<file path="config.mk">
export PLATFORM = sky130hd
export DESIGN_NAME = fp_to_fixed_seq
export DESIGN_NICKNAME = d
export VERILOG_FILES = /design/src/rtl/fp_to_fixed_seq.sv
export SDC_FILE = /design/constraint.sdc
export NUM_CORES = 1
export LEC_CHECK = 0
export ABC_CLOCK_PERIOD_IN_PS = 5200
export CAP_MARGIN = 15
export CORE_UTILIZATION = 40
export DETAILED_ROUTE_END_ITERATION = 10
export DONT_BUFFER_PORTS = 1
export PLACE_DENSITY = 0.64
export SKIP_CTS_REPAIR_TIMING = 1
export SLEW_MARGIN = 20
export SYNTH_ARGS = -nofsm -noshare
export SYNTH_HDL_FRONTEND = slang
export SYNTH_SLANG_ARGS = --single-unit
</file>
<file path="constraint.sdc">
create_clock -name CLK -period 5.2 [get_ports CLK]
set_input_delay 1.04 -clock CLK [delete_from_list [all_inputs] [get_ports CLK]]
set_output_delay 1.04 -clock CLK [all_outputs]
set_load 0.05 [all_outputs]
</file>
<file path="src/rtl/fp_to_fixed_seq.sv">
// fp_to_fixed_seq: bit-serial float to two's-complement Q(INT_W).(FRAC_W) converter.
// Define FP2FIX_ROUND_EN for round-to-nearest-even; otherwise the magnitude is truncated.
module fp_to_fixed_seq #(
  parameter int EXP_W  = 8,
  parameter int MAN_W  = 23,
  parameter int INT_W  = 16,
  parameter int FRAC_W = 16,
  parameter int W      = INT_W + FRAC_W
) (
  input  logic                   CLK,
  input  logic                   RST,
  input  logic                   in_valid,
  output logic                   in_ready,
  input  logic [EXP_W+MAN_W:0]   in_data,
  output logic                   out_valid,
  input  logic                   out_ready,
  output logic [W-1:0]           out_data,
  output logic                   ovf,
  output logic                   inv
);
  localparam int FW   = 1 + EXP_W + MAN_W;
  localparam int BIAS = 2**(EXP_W-1) - 1;
  localparam int KW   = EXP_W + 8;
  localparam int CW   = $clog2(W + MAN_W + 4);
  localparam int RMAX = MAN_W + 3;
  typedef enum logic [2:0] {IDLE, CHECK, SHIFT, FIN, DONE} state_t;
  state_t r_state, w_next;
  logic [FW-1:0] r_in;
  logic [W-1:0] r_mag, r_out_data;
  logic [CW-1:0] r_cnt, w_cnt;
  logic r_left, r_sign, r_ovf, r_inv;
  logic [EXP_W-1:0] w_exp;
  logic [MAN_W-1:0] w_man;
  logic w_exp_max, w_exp_zero, w_man_zero, w_nan, w_inf, w_big, w_sat, w_special, w_pos, w_up, w_of;
  logic signed [KW-1:0] w_k, w_nk;
  logic [W:0] w_sum;
  logic [W-1:0] w_sat_val, w_res;
  assign w_exp      = r_in[FW-2 -: EXP_W];
  assign w_man      = r_in[MAN_W-1:0];
  assign w_exp_max  = &w_exp;
  assign w_exp_zero = ~|w_exp;
  assign w_man_zero = ~|w_man;
  assign w_nan      = w_exp_max & ~w_man_zero;
  assign w_inf      = w_exp_max & w_man_zero;
  // Subnormals use exponent 1 with a zero hidden bit
  assign w_k  = $signed({{(KW-EXP_W){1'b0}}, w_exp_zero ? EXP_W'(1) : w_exp})
              - $signed(KW'(BIAS + MAN_W - FRAC_W));
  assign w_nk = -w_k;
  assign w_pos     = ~w_k[KW-1] & (|w_k);
  assign w_big     = ~w_exp_zero & (w_k >= $signed(KW'(W - 1 - MAN_W)));
  assign w_sat     = w_inf | (w_big & ~w_exp_max);
  assign w_special = w_nan | w_sat | (w_exp_zero & w_man_zero);
  assign w_cnt = w_special ? '0 : w_pos ? w_k[CW-1:0]
               : (w_nk > $signed(KW'(RMAX))) ? CW'(RMAX) : w_nk[CW-1:0];
`ifdef FP2FIX_ROUND_EN
  logic r_g, r_s;
  assign w_up = r_g & (r_s | r_mag[0]);
`else
  assign w_up = 1'b0;
`endif
  assign w_sum     = {1'b0, r_mag} + (W+1)'(w_up);
  // Magnitude 2^(W-1) is only representable when negative
  assign w_of      = w_sum[W] | (w_sum[W-1] & (~r_sign | (|w_sum[W-2:0])));
  assign w_sat_val = r_sign ? {1'b1, {(W-1){1'b0}}} : {1'b0, {(W-1){1'b1}}};
  assign w_res     = r_inv ? '0 : (r_ovf | w_of) ? w_sat_val
                   : r_sign ? -w_sum[W-1:0] : w_sum[W-1:0];
  always_ff @(posedge CLK or posedge RST)
    if (RST) r_state <= IDLE;
    else r_state <= w_next;
  always_comb begin
    w_next = r_state;
    case (r_state)
      IDLE:    w_next = in_valid ? CHECK : IDLE;
      CHECK:   w_next = (w_cnt != '0) ? SHIFT : FIN;
      SHIFT:   w_next = (r_cnt == CW'(1)) ? FIN : SHIFT;
      FIN:     w_next = DONE;
      DONE:    w_next = out_ready ? IDLE : DONE;
      default: w_next = IDLE;
    endcase
  end
  always_ff @(posedge CLK or posedge RST)
    if (RST) begin
      r_in       <= '0;
      r_mag      <= '0;
      r_cnt      <= '0;
      r_left     <= 1'b0;
      r_sign     <= 1'b0;
      r_out_data <= '0;
      r_ovf      <= 1'b0;
      r_inv      <= 1'b0;
`ifdef FP2FIX_ROUND_EN
      r_g        <= 1'b0;
      r_s        <= 1'b0;
`endif
    end else begin
      case (r_state)
        IDLE: if (in_valid) r_in <= in_data;
        CHECK: begin
          r_sign <= r_in[FW-1];
          r_mag  <= w_special ? '0 : W'({~w_exp_zero, w_man});
          r_cnt  <= w_cnt;
          r_left <= w_pos;
          r_ovf  <= w_sat;
          r_inv  <= w_nan;
`ifdef FP2FIX_ROUND_EN
          r_g    <= 1'b0;
          r_s    <= 1'b0;
`endif
        end
        SHIFT: begin
          r_cnt <= r_cnt - CW'(1);
          r_mag <= r_left ? r_mag << 1 : r_mag >> 1;
`ifdef FP2FIX_ROUND_EN
          if (!r_left) begin
            r_g <= r_mag[0];
            r_s <= r_s | r_g;
          end
`endif
        end
        FIN: begin
          r_out_data <= w_res;
          r_ovf      <= r_ovf | w_of;
        end
        default: ;
      endcase
    end
  assign in_ready  = r_state == IDLE;
  assign out_valid = r_state == DONE;
  assign out_data  = r_out_data;
  assign ovf       = r_ovf;
  assign inv       = r_inv;
endmodule

</file>
# After elaboration in Yosys (flattened, before gate mapping)
# Cells that the tools add are included.
# totals
ff_bits	109
input_bits	36
out_inout_bits	36
# op_classes
addsub	4
magnitude_cmp	2
n_eq_ne	5
n_mux	18
bitwise_logic	15
n_reduce_logical	12
# op_table
op	count
2-to-1 mux 32 bit	5
case mux 32 bit (2 select lines)	1
negator 32 bit	1
OR reduction 31 bit	1
2-to-1 mux 24 bit	1
OR reduction 23 bit	1
2-to-1 mux 6 bit	3
> comparator 16 x 6 -> 1 bit (second input constant)	1
negator 9 -> 16 bit	1
OR reduction 16 bit	1
case mux 3 bit (5 select lines)	1
case mux 6 bit (2 select lines)	1
greater-or-equal comparator 9 x 5 -> 1 bit (second input constant)	1
subtractor 8 x 8 -> 9 bit (second input constant)	1
2-to-1 mux 8 bit	1
AND reduction 8 bit	1
OR reduction 8 bit	1
bitwise AND 1 bit	7
== test 3 x 2 -> 1 bit (second input constant)	2
== test 6 x 1 -> 1 bit (second input constant)	1
nonzero test 6 bit	1
subtractor 6 x 1 -> 6 bit (second input constant)	1
OR 1 bit	5
nonzero test 2 bit	2
9 further kinds	14

# Depth between registers and ports, before layout
# logic_depth
word_depth	13
ltp_mapped	11

# Worst setup path after synthesis
# Ideal clock, no wire load.
# synth_timing
kind	register to register
start	reg r_state[1]
end	reg r_in[10]
t_arrival_ns	2.924
t_required_ns	5.075
path_slack_ns	2.151
stages_incl_launch_ff	7
n_path_buf	3
period_less_slack_ns	3.049
path_cell_list	dfrtp_1 -> clkbuf_1 -> nor3_1 -> and2_1 -> clkbuf_1 -> clkbuf_1 -> mux2_2
# synth_between
elab_chain_cells	2
# synth_rtl
item	line_no	source
from (decl)	27	state_t r_state, w_next;
from (signal assigned)	69	else r_state <= w_next;
zero test 3 bit	-	
via in_ready	13	output logic in_ready,
AND reduction 2 bit (no line)	-	
to (signal assigned)	97	IDLE: if (in_valid) r_in <= in_data;
to (decl)	28	logic [FW-1:0] r_in;
# The timed path passes the listed nets, and every way through them passes these cells.
# A chain may end at the register's enable or synchronous reset.

# Worst setup path after layout
# layout_timing
start	reg r_in[26]
end	reg r_cnt[5]
# layout_between
elab_chain_cells	11
word_cells_on_any_way	24
# layout_rtl
item	line_no	source
parallel branches: the longest is 9 deep, another holds negator 9 -> 16 bit	-	
2-to-1 mux 6 bit *	53	assign w_cnt = w_special ? '0 : w_pos ? w_k[CW-1:0]
case mux 6 bit (2 select lines) *	96	case (r_state)
to (signal assigned)	101	r_cnt <= w_cnt;
to (signal assigned)	111	r_cnt <= r_cnt - CW'(1);
to (decl)	30	logic [CW-1:0] r_cnt, w_cnt;
# Mark *: on every way between the ends.

==> metrics <==
most common cell after layout, fill and taps aside sky130_fd_sc_hd__dfrtp_1; ranking of synthesized cells by area sky130_fd_sc_hd__dfrtp_1 (45%), sky130_fd_sc_hd__mux2i_1 (5.2%), sky130_fd_sc_hd__mux2_2 (5.1%); Crit path required time 5.45 ns; syn nets 676; Period minus WS final 3.304 ns; CP cell instances nor4_1 -> and2_1 -> nor2_1 -> ha_1 -> o311ai_0 -> o21ai_0 -> o31ai_1 -> o21ai_0 -> o221a_2; Clk Tree Root Cell sky130_fd_sc_hd__clkbuf_16; final count of hold timing violations 0; most used cells in the layout excluding fill and tap cells sky130_fd_sc_hd__dfrtp_1 (109), sky130_fd_sc_hd__nand2_1 (74), sky130_fd_sc_hd__nor2_1 (59), sky130_fd_sc_hd__o21ai_0 (44), sky130_fd_sc_hd__mux2i_1 (32); share of synthesized flip-flops with an asynchronous set or reset 100.0%; Fmax achieved 302.6 MHz; RD Place Congestion 0.8984; crit end category flop; CTS clock-pin slew for the worst setup and hold paths 0.07 ns; Post-Syn Instances 635; post-DR wirelength/cell between 15 and 20 um; worst-path maximum fanout 10; type of element launching the critical path flop; dominant synthesized flop cell sky130_fd_sc_hd__dfrtp_1; placeable core region 14750 um2; Total Neg Setup Slack 0 ns; global-route track usage on met2 30.10%; final wirelength 14.91 mm; number of antenna violations at the first check in global routing 0; fin nets 642; number of antenna cells inserted 0; RSZ-0062 raised after global routing false; HPWL after DPL 10.51 mm; power per cell area 743.5 nW/um2; met3 usage under 10%; area enclosed by the die boundary 15810 um2; Fin Clk Skew 0.008877 ns; total vias in the final route 4729; Max-slew headroom 39.24%; pin count of the biggest net entering global routing 69; final period utilization 63.54%; CP most frequent cell sky130_fd_sc_hd__o21ai_0; max-slew violation count 0; DRC violations left 0; slowest stage cell, crit path sky130_fd_sc_hd__nor4_1; number of max-capacitance violations reported 0; number of buffers between clock root and the deepest sink 2; Num Clock Sinks 109; critical path class reg -> reg; static leakage ~0.0026 uW; top cell type's share of synthesized area 44.54%; initial core utilization 41.51%; Worst-Skew Late Latency 0.36 ns; number of antenna-violating nets in the routed design 0; layout cells sized above 1 about an eighth; Data arrival, critical path 3.55 ns; number of optimization iterations in the first detailed-route pass 4; die width 125.7 um; standard-cell row count 44; wire length of the first global-routing pass 24.70 mm; Syn-to-layout area delta 6.558%; peak supply drop 0.0003203 V; total of flip-flops plus latches after synthesis around 110; total track usage 19.61%; Hold WS about 0.48 ns; via count of the first global-routing pass 4691; mean instance size in the synthesized netlist 9.645 um2; register area share after synthesis 44.54%; Max H-tree Level 3; ratio of routed vias to standard cells 5.986; type of the most critical hold path reg -> reg; GR Overflow Total 0; Syn. warnings 0; Most Crowded Layer GR met2; Die Height 125.7 um; outcome finished clean; Worst-Margin Slew 0.9064 ns; total standard cell area after synthesis about 6000 um2; count of boundary I/O pins 72; number of synthesized flops with an enable pin 0; final setup vio count 0; count of input and output buffers 0; number of distinct library cells after synthesis 67; violation count after the first detailed-route iteration 441; Critical Path Max Stage Delay between 0.5 and 0.6 ns; met1 track utilization from global routing 27.36%; clock tree from TritonCTS done; cell type with the largest total area after synthesis sky130_fd_sc_hd__dfrtp_1; total CTS buffers 9
-- report_power, final --
group	total [uW]	switching, uW	internal (uW)	leakage, uW
Clock	692	304	388	0.000142
Combinational	2060	1160	895	0.00114
Sequential	2100	893	1210	0.00137
-- worst paths after layout --
check                                      from                        to  slack [ns]  cells past startpoint
setup / recovery           r_in[26]$_DFFE_PP0P_      r_cnt[5]$_DFFE_PP0P_        1.90                      9
hold / removal               r_left$_DFFE_PP0P_        r_left$_DFFE_PP0P_        0.48                      2
setup reg to reg           r_in[26]$_DFFE_PP0P_      r_cnt[5]$_DFFE_PP0P_        1.90                      9
hold reg to reg              r_left$_DFFE_PP0P_        r_left$_DFFE_PP0P_        0.48                      2
max in group asynchronous                   RST      r_mag[2]$_DFFE_PP0P_        3.39                      2
min in group asynchronous                   RST  out_data[24]$_DFFE_PP0P_        0.74                      1
-- worst max-delay path, delay by kind of cell (launching register included) --
family,cells,cell delay [ns]
and+or+nand+nor,3,0.90
AOI/OAI and AO/OA,5,1.49
DFF,1,0.48
adders and majority gates,1,0.32
-- synthesized netlist by cell type, types with 5 or more instances --
| library cell | count |
|---|---|
| sky130_fd_sc_hd__nor3_1 | 8 |
| sky130_fd_sc_hd__buf_2 | 9 |
| sky130_fd_sc_hd__nor4_1 | 11 |
| sky130_fd_sc_hd__inv_1 | 14 |
| sky130_fd_sc_hd__a221o_1 | 20 |
| sky130_fd_sc_hd__a31oi_1 | 7 |
| sky130_fd_sc_hd__a21oi_1 | 15 |
| sky130_fd_sc_hd__o31ai_1 | 16 |
| sky130_fd_sc_hd__mux2_2 | 28 |
| sky130_fd_sc_hd__o21ai_1 | 7 |
| sky130_fd_sc_hd__nand3_1 | 7 |
| sky130_fd_sc_hd__xor2_1 | 6 |
| sky130_fd_sc_hd__ha_1 | 5 |
| sky130_fd_sc_hd__clkbuf_1 | 36 |
| sky130_fd_sc_hd__nor2_1 | 60 |
| sky130_fd_sc_hd__nand2_1 | 74 |
| sky130_fd_sc_hd__xnor2_1 | 21 |
| sky130_fd_sc_hd__o21ai_0 | 44 |
| sky130_fd_sc_hd__mux2i_1 | 32 |
| sky130_fd_sc_hd__or3_1 | 6 |
| sky130_fd_sc_hd__dfrtp_1 | 109 |
| sky130_fd_sc_hd__o211ai_1 | 7 |
| sky130_fd_sc_hd__nand4_1 | 5 |
-- stage by stage --
| step | setup slack [ns] | utilization, % | instance area [um2] | power, uW | instances |
|---|---|---|---|---|---|
| 2_1_floorplan | 1.286 | - | 6125 | 3661 | 635 |
| 3_3_place_gp | 2.179 | 42.07 | 6207 | 4083 | 774 |
| 3_5_place_dp | 2.002 | 42.13 | 6216 | 4153 | 774 |
| 4_1_cts | 1.978 | 44.17 | 6518 | 4854 | 790 |
| 5_1_grt | 1.625 | 44.23 | 6526 | 5197 | 790 |
| 6_report | 1.896 | 44.23 | 6526 | 4853 | 790 |
-- area by class of cell --
| cell class | count | area, um2 |
|---|---|---|
| inverters | 14 | 55.05 |
| fillers | 1443 | 8228 |
| clock inverters | 5 | 58.81 |
| well taps | 184 | 230.2 |
| multi-input cells | 460 | 3159 |
| flip-flops and latches | 109 | 2728 |
| repair buffers | 7 | 52.55 |
| clock buffers | 11 | 242.7 |
-- cell families after synthesis --
group / count (synthesis) / synth area share [%]
mux: 60 / 10.38
flops: 109 / 44.54
simple gates: 209 / 16.92
buf+inv: 66 / 4.494
compound gates: 159 / 18.79
fa+ha+maj: 5 / 1.021
xor+xnor: 27 / 3.861
-- routing by layer --
layer / vias up / share of wire, %
met5: - / 0
met4: 0 / 1.5
met2: 178 / 44
met1: 2296 / 48
met3: 19 / 6.5
li1: 2236 / -
-- sequential cells by signal, indices dropped and copies added (netlist names) --
register  count
r_sign        1
r_left        1
out_data     32
r_mag        32
inv           1
ovf           1
r_cnt         6
r_in         32
r_state       3
Power figures use the tool's default switching activity.
